`config.mk`:
```
export PLATFORM = sky130hd
export DESIGN_NAME = mult_unit
export DESIGN_NICKNAME = d
export VERILOG_FILES = /design/src/rtl/mips_pkg.sv /design/src/rtl/rca_adder.sv /design/src/rtl/mult_unit.sv
export SDC_FILE = /design/constraint.sdc
export NUM_CORES = 1
export LEC_CHECK = 0
export BUFFER_PORTS_ARGS = -buffer_cell sky130_fd_sc_hd__buf_2
export CAP_MARGIN = 20
export CORE_ASPECT_RATIO = 0.5
export CORE_MARGIN = 3
export CORE_UTILIZATION = 59
export DETAILED_ROUTE_END_ITERATION = 7
export GPL_ROUTABILITY_DRIVEN = 0
export PLACE_DENSITY = 0.81
export SYNTH_ARGS = -nofsm -noshare
export SYNTH_HDL_FRONTEND = slang
export SYNTH_SLANG_ARGS = --single-unit
```
`constraint.sdc`:
```
create_clock -name clk -period 15.48 [get_ports clk]
set_input_delay 3.096 -clock clk [delete_from_list [all_inputs] [get_ports clk]]
set_output_delay 3.096 -clock clk [all_outputs]
set_load 0.03 [all_outputs]
```
`src/rtl/mips_pkg.sv`:
```
`default_nettype none
// ============================================================================
//  Module      : mips_pkg
//  Description : Constants and types shared by the EX-stage multiplier.
//                WIDTH - operand width (product is 2*WIDTH)
//                CNT_W - iteration counter width (2**CNT_W > WIDTH)
//                mult_state_t - multiplier FSM state encoding
//  Revision    : 1.0 - initial release
// ============================================================================
package mips_pkg;

    localparam int WIDTH = 32;
    localparam int CNT_W = 6;

    typedef enum logic [1:0] {
        IDLE = 2'd0,
        CALC = 2'd1,
        FIX  = 2'd2,
        DONE = 2'd3
    } mult_state_t;

endpackage : mips_pkg
`default_nettype wire

```
`src/rtl/rca_adder.sv`:
```
`default_nettype none
// ============================================================================
//  Module      : full_adder / rca_adder
//  Description : One-bit full adder cell and a parameterised ripple-carry
//                adder built as a chain of those cells.
//  Ports (rca_adder):
//                i_a, i_b  [WIDTH]  addends
//                i_cin     [1]      carry in
//                o_sum     [WIDTH]  sum
//                o_cout    [1]      carry out of the top bit
//  Revision    : 1.0 - initial release
// ============================================================================
module full_adder (
    input  logic i_a,
    input  logic i_b,
    input  logic i_cin,
    output logic o_sum,
    output logic o_cout
);
    assign o_sum  = i_a ^ i_b ^ i_cin;
    assign o_cout = (i_a & i_b) | (i_cin & (i_a ^ i_b));
endmodule : full_adder

module rca_adder #(
    parameter int WIDTH = 32
) (
    input  logic [WIDTH-1:0] i_a,
    input  logic [WIDTH-1:0] i_b,
    input  logic             i_cin,
    output logic [WIDTH-1:0] o_sum,
    output logic             o_cout
);
    logic [WIDTH:0] w_carry;

    assign w_carry[0] = i_cin;

    for (genvar i = 0; i < WIDTH; i++) begin : g_bit
        full_adder u_fa (
            .i_a    (i_a[i]),
            .i_b    (i_b[i]),
            .i_cin  (w_carry[i]),
            .o_sum  (o_sum[i]),
            .o_cout (w_carry[i+1])
        );
    end

    assign o_cout = w_carry[WIDTH];
endmodule : rca_adder
`default_nettype wire

```
`src/rtl/mult_unit.sv`:
```
`default_nettype none
// ============================================================================
//  Module      : mult_unit
//  Description : Sequential shift-add multiplier for MIPS MULT/MULTU.
//                Multiplies magnitudes one multiplier bit per cycle, then
//                fixes the sign in a single extra cycle.
//  Ports       : clk, rst (sync, active high)
//                start, is_signed, op_a, op_b  - request and operands
//                busy (CALC/FIX), done (1-cycle pulse), hi, lo (product)
//  Option      : `define MULT_EARLY_TERM_EN to leave CALC as soon as the
//                remaining multiplier bits are all zero.
//  Revision    : 1.0 - initial release
// ============================================================================
module mult_unit #(
    parameter int WIDTH = mips_pkg::WIDTH,
    parameter int CNT_W = mips_pkg::CNT_W
) (
    input  logic             clk,
    input  logic             rst,
    input  logic             start,
    input  logic             is_signed,
    input  logic [WIDTH-1:0] op_a,
    input  logic [WIDTH-1:0] op_b,
    output logic             busy,
    output logic             done,
    output logic [WIDTH-1:0] hi,
    output logic [WIDTH-1:0] lo
);
    import mips_pkg::*;

    mult_state_t        r_state;
    mult_state_t        w_next_state;

    logic [WIDTH-1:0]   r_mcand;
    logic [WIDTH-1:0]   r_mplier;
    logic               r_neg;
    logic [2*WIDTH-1:0] r_acc;
    logic [CNT_W-1:0]   r_cnt;
    logic [WIDTH-1:0]   r_hi;
    logic [WIDTH-1:0]   r_lo;

    logic               w_accept;
    logic [WIDTH-1:0]   w_abs_a;
    logic [WIDTH-1:0]   w_abs_b;
    logic [WIDTH-1:0]   w_addend;
    logic [WIDTH-1:0]   w_add_sum;
    logic               w_add_cout;
    logic [WIDTH-1:0]   w_mplier_nxt;
    logic               w_last_iter;
    logic [2*WIDTH-1:0] w_aligned;
    logic [2*WIDTH-1:0] w_neg_sum;
    logic               w_neg_cout;
    logic [2*WIDTH-1:0] w_product;

    assign w_accept = start && (r_state == IDLE || r_state == DONE);

    // Magnitudes; -0x80000000 wraps to 0x80000000, which is the correct
    // unsigned magnitude.
    assign w_abs_a = (is_signed && op_a[WIDTH-1]) ? -op_a : op_a;
    assign w_abs_b = (is_signed && op_b[WIDTH-1]) ? -op_b : op_b;

    // Iteration add: {carry, acc_hi} = acc_hi + (mplier[0] ? mcand : 0)
    assign w_addend = r_mplier[0] ? r_mcand : '0;

    rca_adder #(.WIDTH(WIDTH)) u_iter_add (
        .i_a    (r_acc[2*WIDTH-1:WIDTH]),
        .i_b    (w_addend),
        .i_cin  (1'b0),
        .o_sum  (w_add_sum),
        .o_cout (w_add_cout)
    );

    assign w_mplier_nxt = {1'b0, r_mplier[WIDTH-1:1]};

`ifdef MULT_EARLY_TERM_EN
    // After N iterations the accumulator holds product << (WIDTH - N);
    // the counter equals N once CALC has finished.
    logic [CNT_W-1:0] w_shamt;

    assign w_last_iter = (w_mplier_nxt == '0);
    assign w_shamt     = CNT_W'(WIDTH) - r_cnt;
    assign w_aligned   = r_acc >> w_shamt;
`else
    assign w_last_iter = (r_cnt == CNT_W'(WIDTH - 1));
    assign w_aligned   = r_acc;
`endif

    // Two's complement negation ~p + 1 on a dedicated full-width adder.
    rca_adder #(.WIDTH(2*WIDTH)) u_neg_add (
        .i_a    (~w_aligned),
        .i_b    ('0),
        .i_cin  (1'b1),
        .o_sum  (w_neg_sum),
        .o_cout (w_neg_cout)
    );

    // ~p + 1 only carries out when p is zero, whose negation is zero
    // itself, so the unnegated value is selected in that case.
    assign w_product = (r_neg && !w_neg_cout) ? w_neg_sum : w_aligned;

    // ------------------------------------------------------------------
    // FSM
    // ------------------------------------------------------------------
    always_ff @(posedge clk) begin
        if (rst) begin
            r_state <= IDLE;
        end else begin
            r_state <= w_next_state;
        end
    end

    always_comb begin
        w_next_state = r_state;
        busy         = 1'b0;
        done         = 1'b0;
        case (r_state)
            IDLE: begin
                if (start) w_next_state = CALC;
            end
            CALC: begin
                busy = 1'b1;
                if (w_last_iter) w_next_state = FIX;
            end
            FIX: begin
                busy         = 1'b1;
                w_next_state = DONE;
            end
            DONE: begin
                done         = 1'b1;
                w_next_state = start ? CALC : IDLE;
            end
            default: w_next_state = IDLE;
        endcase
    end

    // ------------------------------------------------------------------
    // Datapath
    // ------------------------------------------------------------------
    always_ff @(posedge clk) begin
        if (rst) begin
            r_mcand  <= '0;
            r_mplier <= '0;
            r_neg    <= 1'b0;
            r_acc    <= '0;
            r_cnt    <= '0;
            r_hi     <= '0;
            r_lo     <= '0;
        end else begin
            case (r_state)
                IDLE, DONE: begin
                    if (w_accept) begin
                        r_mcand  <= w_abs_a;
                        r_mplier <= w_abs_b;
                        r_neg    <= is_signed & (op_a[WIDTH-1] ^ op_b[WIDTH-1]);
                        r_acc    <= '0;
                        r_cnt    <= '0;
                    end
                end
                CALC: begin
                    // {carry, acc_hi, acc_lo} shifted right by one
                    r_acc    <= {w_add_cout, w_add_sum, r_acc[WIDTH-1:1]};
                    r_mplier <= w_mplier_nxt;
                    r_cnt    <= r_cnt + CNT_W'(1);
                end
                FIX: begin
                    r_hi <= w_product[2*WIDTH-1:WIDTH];
                    r_lo <= w_product[WIDTH-1:0];
                end
                default: ;
            endcase
        end
    end

    assign hi = r_hi;
    assign lo = r_lo;

endmodule : mult_unit
`default_nettype wire

```
==> results.py <==
metrics = {
    "final_layout": {
        "diodes": 0,
        "final_cell_mix": "dfxtp_1, nor2_1, a21oi_1",
        "final_nets": 1607,
        "final_cell_area_sq_mm": 0.01257,
        "area_delta_synth_final_pct": 12.53,
        "drive_gt1_frac": 0.1320,
        "final_common_cell": "dfxtp_1",
        "final_core_util": 0.7002,
    },
    "critical_path": {
        "rr_startpoint": "r_acc[1]$_SDFFE_PP0P_",
        "max_stage_delay_ns": 0.53,
        "slowest_stage": "nor2b_4",
        "critPathTopFamily": "adder cells",
        "critical_path.endpoint": "lo[3]$_SDFFE_PP0N_",
        "critPathArrivalTime_ns": 13.91,
        "crit_path_frequent_cell": "ha_1",
        "start_kind": "register",
        "ff2ff_path_depth": 68,
        "worst-path-buf-inv": 2,
        "cp_max_fo": 45,
        "cp.depth": 68,
        "critPathKind": "reg -> reg",
        "cp-end-kind": "register",
        "crit_start": "r_acc[1]$_SDFFE_PP0P_",
        "r2r_end": "lo[3]$_SDFFE_PP0N_",
        "cp.required_ns": 15.87,
        "reg2reg_slack_ns": 1.96,
    },
    "detailed_routing": {
        "ant_nets": 0,
        "vias_per_cell": 5.690,
        "first_iter_violations": 622,
        "wl_um": 25770,
        "wire_per_inst_um": 15.17,
        "drtPass1Iterations": 5,
        "drc": 0,
        "num_vias": 9668,
    },
    "logic_synthesis": {
        "ys_types": 52,
        "yosysWarnings": 0,
        "synth_flop_cell": "dfxtp_1",
        "synth-seq-cells": 201,
        "synth_cells": 1371,
        "syn_area_sq_mm": 0.01117,
        "async_reset_ff_frac": 0,
        "avgSynthCellArea_sq_um": 8.148,
        "syn-num-nets": 1542,
        "ys_seq_area_frac": 0.3602,
        "synth_edf_count": 0,
    },
    "die": {
        "fp.dieH_um": 103.3,
        "io_pins": 134,
        "die_area_sq_mm": 0.02072,
        "coreArea_sq_mm": 0.01795,
        "rows": 34,
        "start_util": 0.6222,
        "die_w_um": 200.6,
    },
    "global_route": {
        "grt-ovfl-total": 0,
        "grt_max_degree": 128,
        "antenna_found_initial": 0,
        "grt_util_all_layers": 0.2423,
        "grt_pass1_wl_um": 42800,
        "grt_pass1_vias": 9009,
    },
    "power_and_ir_drop": {
        "clkPwrFrac": 0.243,
        "seq_power_share": 0.371,
        "powerDensity_mw_per_mm2": 151.3,
        "finalPower_mw": 1.902,
        "sw_frac_of_total": 0.4024,
        "p_int_mw": 1.136,
        "ir_drop_mv": 0.1050,
        "power_leakage_nw": 4.446,
        "switchingPower_mw": 0.7653,
        "p_comb_frac": 0.386,
    },
    "clocking": {
        "clock-root-buffer": "clkbuf_16",
        "post_cts_resized": 0,
        "cts.path.max_buffers": 3,
        "cts_made_buffers": 19,
        "clk_latency_ns": 0.49,
        "cts.clk_slew.worst_paths_ns": 0.06,
        "clkSinkCount": 201,
        "cts_tree": "built",
        "post-cts-setup-buffers": 0,
        "cts.hold.buffers_added": 0,
        "cts_htree_levels": 1,
    },
    "sta": {
        "relSlewSlack": 0.2762,
        "slew_violations": 0,
        "fin_crit_sh": 0.8734,
        "hold_violations": 0,
        "worst-slew-pin-transition_ns": 1.086,
        "rsz0062_at_grt": "no",
        "skew_ns": 0.008276,
        "max_clock_freq_mhz": 73.96,
        "tns_ns": 0,
        "period_minus_slack_ns": 13.52,
        "finalSetupViolations": 0,
    },
    "run_status": {
        "status": "finished clean",
    },
    "min_path": {
        "hp-class": "reg -> reg",
    },
    "placement": {
        "placed_cell_area_sq_mm": 0.01189,
        "dp_hpwl_um": 17320,
        "io_buffers": 133,
    },
    "flow_run": {
        "maxCapViolCount": 0,
    },
}
==> worst min path at each step <==
stage                              start                         to  slack, ns  cells after the start
2_1_floorplan   r_mcand[30]$_SDFFE_PP0P_   r_mcand[30]$_SDFFE_PP0P_       0.42                      2
3_3_place_gp   r_mplier[10]$_SDFFE_PP0P_  r_mplier[10]$_SDFFE_PP0P_       0.44                      2
3_5_place_dp      r_acc[55]$_SDFFE_PP0P_     r_acc[55]$_SDFFE_PP0P_       0.44                      2
4_1_cts           r_acc[55]$_SDFFE_PP0P_     r_acc[55]$_SDFFE_PP0P_       0.45                      2
5_1_grt           r_acc[42]$_SDFFE_PP0P_     r_acc[42]$_SDFFE_PP0P_       0.47                      2
6_report        r_mplier[3]$_SDFFE_PP0P_   r_mplier[3]$_SDFFE_PP0P_       0.45                      2
==> layer usage <==
metal	track usage	wire length (um)	vias to the layer above
met5	0	0	-
met3	0.03626	1351	43
met4	0.05013	395	0
met2	0.4273	12190	244
li1	-	-	4872
met1	0.3242	11830	4509
==> power groups by stage <==
stage	Sequential [mW]	Clock, mW	Combinational, mW
after floorplan	0.811	0	0.426
after global placement	0.710	0	0.693
after detailed placement	0.714	0	0.712
after CTS	0.704	0.469	0.717
after global routing	0.718	0.488	0.818
final	0.705	0.462	0.735
==> per-stage QoR <==
step | instances | worst slack [ns] | hold WS (ns)
2_1_floorplan | 1371 | 2.712 | 0.4227
3_3_place_gp | 1664 | 2.352 | 0.4384
3_5_place_dp | 1664 | 2.183 | 0.4430
4_1_cts | 1696 | 1.983 | 0.4523
5_1_grt | 1699 | 1.277 | 0.4662
6_report | 1699 | 1.959 | 0.4505
==> cells by family (layout without fill, tap and decap cells) <==
group | count (synthesis) | count (layout) | share of synthesized area
buf+inv | 184 | 260 | 0.06250
fa+ha+maj | 103 | 103 | 0.1362
xor+xnor | 57 | 57 | 0.04469
mux | 9 | 9 | 0.008177
simple gates | 463 | 463 | 0.1928
compound gates | 354 | 354 | 0.1955
flops | 201 | 201 | 0.3602
==> area by class of cell <==
| class | count | area [sq um] |
|---|---|---|
| Multi-Input combinational cell | 986 | 6499 |
| Clock buffer | 27 | 545.5 |
| Sequential cell | 201 | 4024 |
| Clock inverter | 5 | 57.56 |
| Tap cell | 252 | 315.3 |
| Fill cell | 1449 | 5381 |
| Timing Repair Buffer | 146 | 822.0 |
| Inverter | 82 | 307.8 |
==> registers in the layout, summed over array words and instances, names as in the netlist <==
signal	count
hi	32
lo	32
r_acc	64
r_cnt	6
r_mcand	32
r_mplier	32
r_neg	1
r_state	2
==> tightest hold or removal path, cell delays in order, from the launching register on <==
cell and delay [ns]:
dfxtp_1 0.31, nand2_1 0.05, a21oi_1 0.05
==> synth_stat cells (2+ instances only) <==
cell type	n	area, sq um
dfxtp_1	201	4024
nor2_1	177	664.4
a21oi_1	160	800.8
nand2_1	134	503.0
a211oi_1	98	735.7
clkbuf_1	86	322.8
inv_1	82	307.8
ha_1	72	900.9
nand3b_1	45	337.8
nand3_1	37	185.2
xor2_1	37	324.1
o21ai_0	35	175.2
fa_1	31	620.6
xnor2_1	20	175.2
nor3_1	19	95.09
buf_1	15	56.30
a31oi_1	12	75.07
o22ai_1	11	68.82
mux2i_1	8	80.08
or3_1	8	50.05
nor4_1	7	43.79
o31ai_1	7	52.55
nand2b_1	6	37.54
o21ai_1	5	25.02
o41ai_1	5	43.79
or4_1	5	37.54
a22oi_1	4	30.03
a41oi_1	4	35.03
and2_1	4	25.02
nand4_1	3	18.77
nor2b_1	3	18.77
or2_2	3	18.77
a311oi_1	2	17.52
a41o_1	2	20.02
and3_1	2	12.51
nor3b_1	2	15.01
nor4_2	2	25.02
nor4bb_1	2	20.02
or4_4	2	22.52
No activity file was read; power rests on OpenSTA's default activity.
